### src/rtl/operand_issue.sv
// rtl/operand_issue.sv - issue/writeback stage driving an external combinational alu
// Two-state loop: IDLE accepts and registers operands, EXEC writes the alu result back.
module operand_issue #(
   parameter int WIDTH = 4
) (
   input  logic             clk,
   input  logic             reset_n,
   input  logic             instr_valid,
   output logic             instr_ready,
   input  logic [7:0]       instr,
   output logic [WIDTH-1:0] alu_a,
   output logic [WIDTH-1:0] alu_b,
   output logic             alu_sub,
   input  logic [WIDTH-1:0] alu_result,
   output logic             wb_valid,
   output logic [1:0]       wb_addr,
   output logic [WIDTH-1:0] wb_data,
   output logic             zero_flag,
   input  logic [1:0]       dbg_addr,
   output logic [WIDTH-1:0] dbg_data
);

   typedef enum logic {S_IDLE, S_EXEC} state_t;

   localparam logic [1:0] OP_ADD = 2'b00;
   localparam logic [1:0] OP_SUB = 2'b01;
   localparam logic [1:0] OP_LDI = 2'b10;
   localparam logic [1:0] OP_NOP = 2'b11;

   state_t           r_state;
   logic [1:0]       r_op;
   logic [1:0]       r_rd;
   logic [WIDTH-1:0] r_regs [4];
   logic [WIDTH-1:0] r_alu_a;
   logic [WIDTH-1:0] r_alu_b;
   logic             r_alu_sub;
   logic             r_wb_valid;
   logic [1:0]       r_wb_addr;
   logic [WIDTH-1:0] r_wb_data;
   logic             r_zero_flag;

   logic [1:0]       w_op;
   logic [WIDTH-1:0] w_imm;
   logic [WIDTH-1:0] w_wb_value;

   assign w_op  = instr[7:6];
   assign w_imm = WIDTH'(instr[3:0]);
   // LDI keeps its immediate in alu_b, so writeback never depends on the alu for it.
   assign w_wb_value = (r_op == OP_LDI) ? r_alu_b : alu_result;

   always_ff @(posedge clk or negedge reset_n) begin
      if (!reset_n) begin
         r_state     <= S_IDLE;
         r_op        <= OP_ADD;
         r_rd        <= 2'd0;
         for (int i = 0; i < 4; i++) r_regs[i] <= '0;
         r_alu_a     <= '0;
         r_alu_b     <= '0;
         r_alu_sub   <= 1'b0;
         r_wb_valid  <= 1'b0;
         r_wb_addr   <= 2'd0;
         r_wb_data   <= '0;
         r_zero_flag <= 1'b0;
      end else begin
         r_wb_valid <= 1'b0;
         case (r_state)
            S_IDLE: begin
               if (instr_valid) begin
                  r_op    <= w_op;
                  r_rd    <= instr[5:4];
                  r_state <= S_EXEC;
                  if (w_op == OP_LDI) begin
                     r_alu_a   <= '0;
                     r_alu_b   <= w_imm;
                     r_alu_sub <= 1'b0;
                  end else begin
                     r_alu_a   <= r_regs[instr[3:2]];
                     r_alu_b   <= r_regs[instr[1:0]];
                     r_alu_sub <= (w_op == OP_SUB);
                  end
               end
            end
            S_EXEC: begin
               r_state <= S_IDLE;
               if (r_op != OP_NOP) begin
                  r_regs[r_rd] <= w_wb_value;
                  r_wb_valid   <= 1'b1;
                  r_wb_addr    <= r_rd;
                  r_wb_data    <= w_wb_value;
                  r_zero_flag  <= (w_wb_value == '0);
               end
            end
            default: r_state <= S_IDLE;
         endcase
      end
   end

   assign instr_ready = (r_state == S_IDLE);
   assign alu_a       = r_alu_a;
   assign alu_b       = r_alu_b;
   assign alu_sub     = r_alu_sub;
   assign wb_valid    = r_wb_valid;
   assign wb_addr     = r_wb_addr;
   assign wb_data     = r_wb_data;
   assign zero_flag   = r_zero_flag;
   assign dbg_data    = r_regs[dbg_addr];

endmodule

### config.mk
export PLATFORM = sky130hd
export DESIGN_NAME = operand_issue
export DESIGN_NICKNAME = d
export VERILOG_FILES = /design/src/rtl/operand_issue.sv
export SDC_FILE = /design/constraint.sdc
export NUM_CORES = 1
export LEC_CHECK = 0
export CORE_UTILIZATION = 47
export CTS_BUF_LIST = sky130_fd_sc_hd__clkbuf_4 sky130_fd_sc_hd__clkbuf_8
export DETAILED_ROUTE_END_ITERATION = 12
export GPL_TIMING_DRIVEN = 0
export PLACE_DENSITY = 0.74
export RECOVER_POWER = 50
export REMOVE_ABC_BUFFERS = 1
export SLEW_MARGIN = 30
export SYNTH_ARGS = -nofsm -noshare
export SYNTH_HDL_FRONTEND = slang
export SYNTH_SLANG_ARGS = --single-unit
### constraint.sdc
create_clock -name clk -period 1.3 [get_ports clk]
set_input_delay 0.26 -clock clk [delete_from_list [all_inputs] [get_ports clk]]
set_output_delay 0.26 -clock clk [all_outputs]
set_load 0.03 [all_outputs]
==> flow_summary.yaml <==
status:
  status: "finished, violations left"
  violations: "setup timing"
yosys:
  synth_top_area_cell: "dfrtp_1"
  yosysSeqAreaShare: 0.510
  synth_common_cells: "dfrtp_1 (38), nand2_1 (22), mux2_2 (20), mux4_2 (10), a22o_1 (6)"
  synth-seq-cells: 38
  synth_top_cell_area_share: 0.510
  synth_edf_count: 0
  syn_area_per_cell_um2: 13.4
  synth_most_common_cell: "dfrtp_1"
  yosys_warnings: 0
  async_reset_ff_frac: 1.00
  syn_inst: 139
  ys.flop_type: "dfrtp_1"
  synth_cell_types: 26
  synthTopCellsByArea: "dfrtp_1 (51%), mux2_2 (12%), mux4_2 (12%), nand2_1 (4.4%), mux2_4 (3.2%)"
  netlist_area_um2: 1870
final_layout:
  insertedDiodeCount: 0
  nets: 220
  drive_gt1_frac: 0.490
  final_area_um2: 2580
  finalNonFillerCells: 252
  area_growth_pct: 38.6
sta:
  fmax_mhz: 627
  hold_viol: 0
  fin_crit_ns: 1.59
  drv_slew: 0
  setup_viol: 31
  fin_worst_skew_ns: 0.00432
  tightest_slew_ns: 0.716
  fin_crit_sh: 1.23
  relSlewSlack: 0.523
  timing.final.ws_setup_ns: -0.294
  rsz0062_at_grt: "true"
power:
  vdd_drop_max_v: 0.000981
  leakage_nw: 1.23
  p_total_mw: 5.28
  power_density_nw_per_um2: 2040
clock_network:
  clkTransAtPathRegs_ns: 0.07
  cts_htree_levels: 2
  clockBufferDepth: 2
  clock_latency_ns: 0.29
  clock-sinks: 38
  clockRootBuffer: "clkbuf_8"
  tritoncts: "built"
  numCtsBuffers: 5
global_route:
  grt.total_usage: 0.247
  use_met1: 0.309
  use_met3: 0.0528
  grt_overflow: 0
  grt_pass1_vias: 1485
  top_usage_layer: "met2"
  grt_antenna_before_repair: 0
  grt_use_met2: 0.406
  grt_pass1_wl_mm: 7.51
  grt_max_degree: 28
critical_path:
  cp.arrival_ns: 1.33
  crit_path_start_kind: "flop"
  criticalPathCategory: "flop to primary output"
  r2r_setup_slack_ns: -0.14
  cp_cell_sequence: "mux4_2 > buf_6"
  crit_path_max_incr_delay_ns: 0.49
  critPathMaxFanout: 2
  cp.required_ns: 1.04
  endpoint_kind: "primary output"
  slowest_stage: "mux4_2"
die:
  rows: 22
  dieArea_um2: 4230
  pin_count: 39
  die_h_um: 65
  core_um2: 3740
  die_w_um: 65
  start_util: 0.498
route:
  drc: 0
  finalWirelength_mm: 4.66
  wl_per_cell_um: 18.5
  drtAntennaViolNets: 0
  viasPerCell: 5.58
  drtIter0Drc: 63
  first_pass_iters: 5
  vias: 1405
placed_design:
  finalWeightedCongestion: 0.795
  dpl-instance-area_um2: 2290
  place_ws_ns: -1.04
  dpl.cell_count: 220
  hpwl_mm: 3.01
  placement.io_buffers: 38
job:
  maxCapViolCount: 0
min_path:
  hold_class: "flop to flop"
cells by family (layout without fill, tap and decap cells):
| family | after synthesis | after routing | synth area share |
|---|---|---|---|
| multiplexers | 39 | 39 | 0.300 |
| flip-flops | 38 | 38 | 0.510 |
| AND/OR/NAND/NOR | 36 | 36 | 0.0939 |
| AO/OA/AOI/OAI | 17 | 17 | 0.0704 |
| buffers and inverters | 9 | 74 | 0.0255 |
layer usage:
| layer | up-vias | routed length [um] |
|---|---|---|
| li1 | 637 | - |
| met1 | 703 | 1960 |
| met2 | 50 | 2300 |
| met3 | 15 | 307 |
| met4 | 0 | 93 |
| met5 | - | 0 |
area by class of cell:
cell class | count | area, um2
clock buffer | 7 | 90.1
clock inverter | 1 | 5.00
fill | 287 | 1160
inverter | 3 | 16.3
multi-input combinational | 92 | 941
sequential | 38 | 952
tap | 48 | 60.1
timing repair buffer | 63 | 520
report_power, final:
group / internal, mW / switching [mW] / total [mW] / leakage, nW
registers: 1.59 / 0.277 / 1.87 / 0.457
logic: 1.37 / 1.18 / 2.55 / 0.722
clock network: 0.448 / 0.408 / 0.856 / 0.0517
layout by cell type (no fill, tap or decap), drive strengths merged, types with 4 or more instances in the layout:
cell,count
a21oi,4
a22o,6
buf,30
clkbuf,19
clkdlybuf4s15,5
clkdlybuf4s50,10
dfrtp,38
dlygate4sd2,4
mux2,24
mux2i,5
mux4,10
nand2,22
nor2,5
worst paths after layout:
| check | from | endpoint | depth (start not counted) |
|---|---|---|---|
| worst max-delay path | r_regs[0]$_DFFE_PN0P_ | dbg_data[0] | 2 |
| worst min-delay path | alu_sub$_DFFE_PN0P_ | alu_sub$_DFFE_PN0P_ | 2 |
| worst max register to register | r_op[0]$_DFFE_PN0P_ | zero_flag$_DFFE_PN0P_ | 3 |
| worst min register to register | alu_sub$_DFFE_PN0P_ | alu_sub$_DFFE_PN0P_ | 2 |
| max in group asynchronous | reset_n | wb_addr[1]$_DFFE_PN0P_ | 3 |
| min in group asynchronous | reset_n | alu_sub$_DFFE_PN0P_ | 2 |
sequential cells by signal, summed over array words and instances, names as in the netlist:
register and cells:
alu_b 4, wb_data 4, wb_addr 2, r_state 1
r_rd 2, wb_valid 1, r_op 2, zero_flag 1
r_regs 16, alu_a 4, alu_sub 1
repair_timing:
item,in CTS,in global routing
hold buffers,1,0
resized for setup,86,26
hold endpoints to repair,11,0
buffers inserted,21,3
endpoints found under the setup margin,56,50
pin swaps,4,7
metrics by stage:
stage               utilization  hold WS (ns)  setup TNS, ns
floorplan                     -       -0.0356          -4.45
CTS                       0.698         0.388          -3.62
global placement          0.607         0.459         -49.22
finish                    0.691         0.486          -3.95
detailed placement        0.611         0.161         -17.80
global route              0.691         0.519          -4.87
worst max-delay path: cells and delay by family (launching register included):
family	cells	cell delay (ns)
multiplexers	1	0.49
flip-flops	1	0.39
buffers and inverters	1	0.16
(Power assumes the default switching activity.)
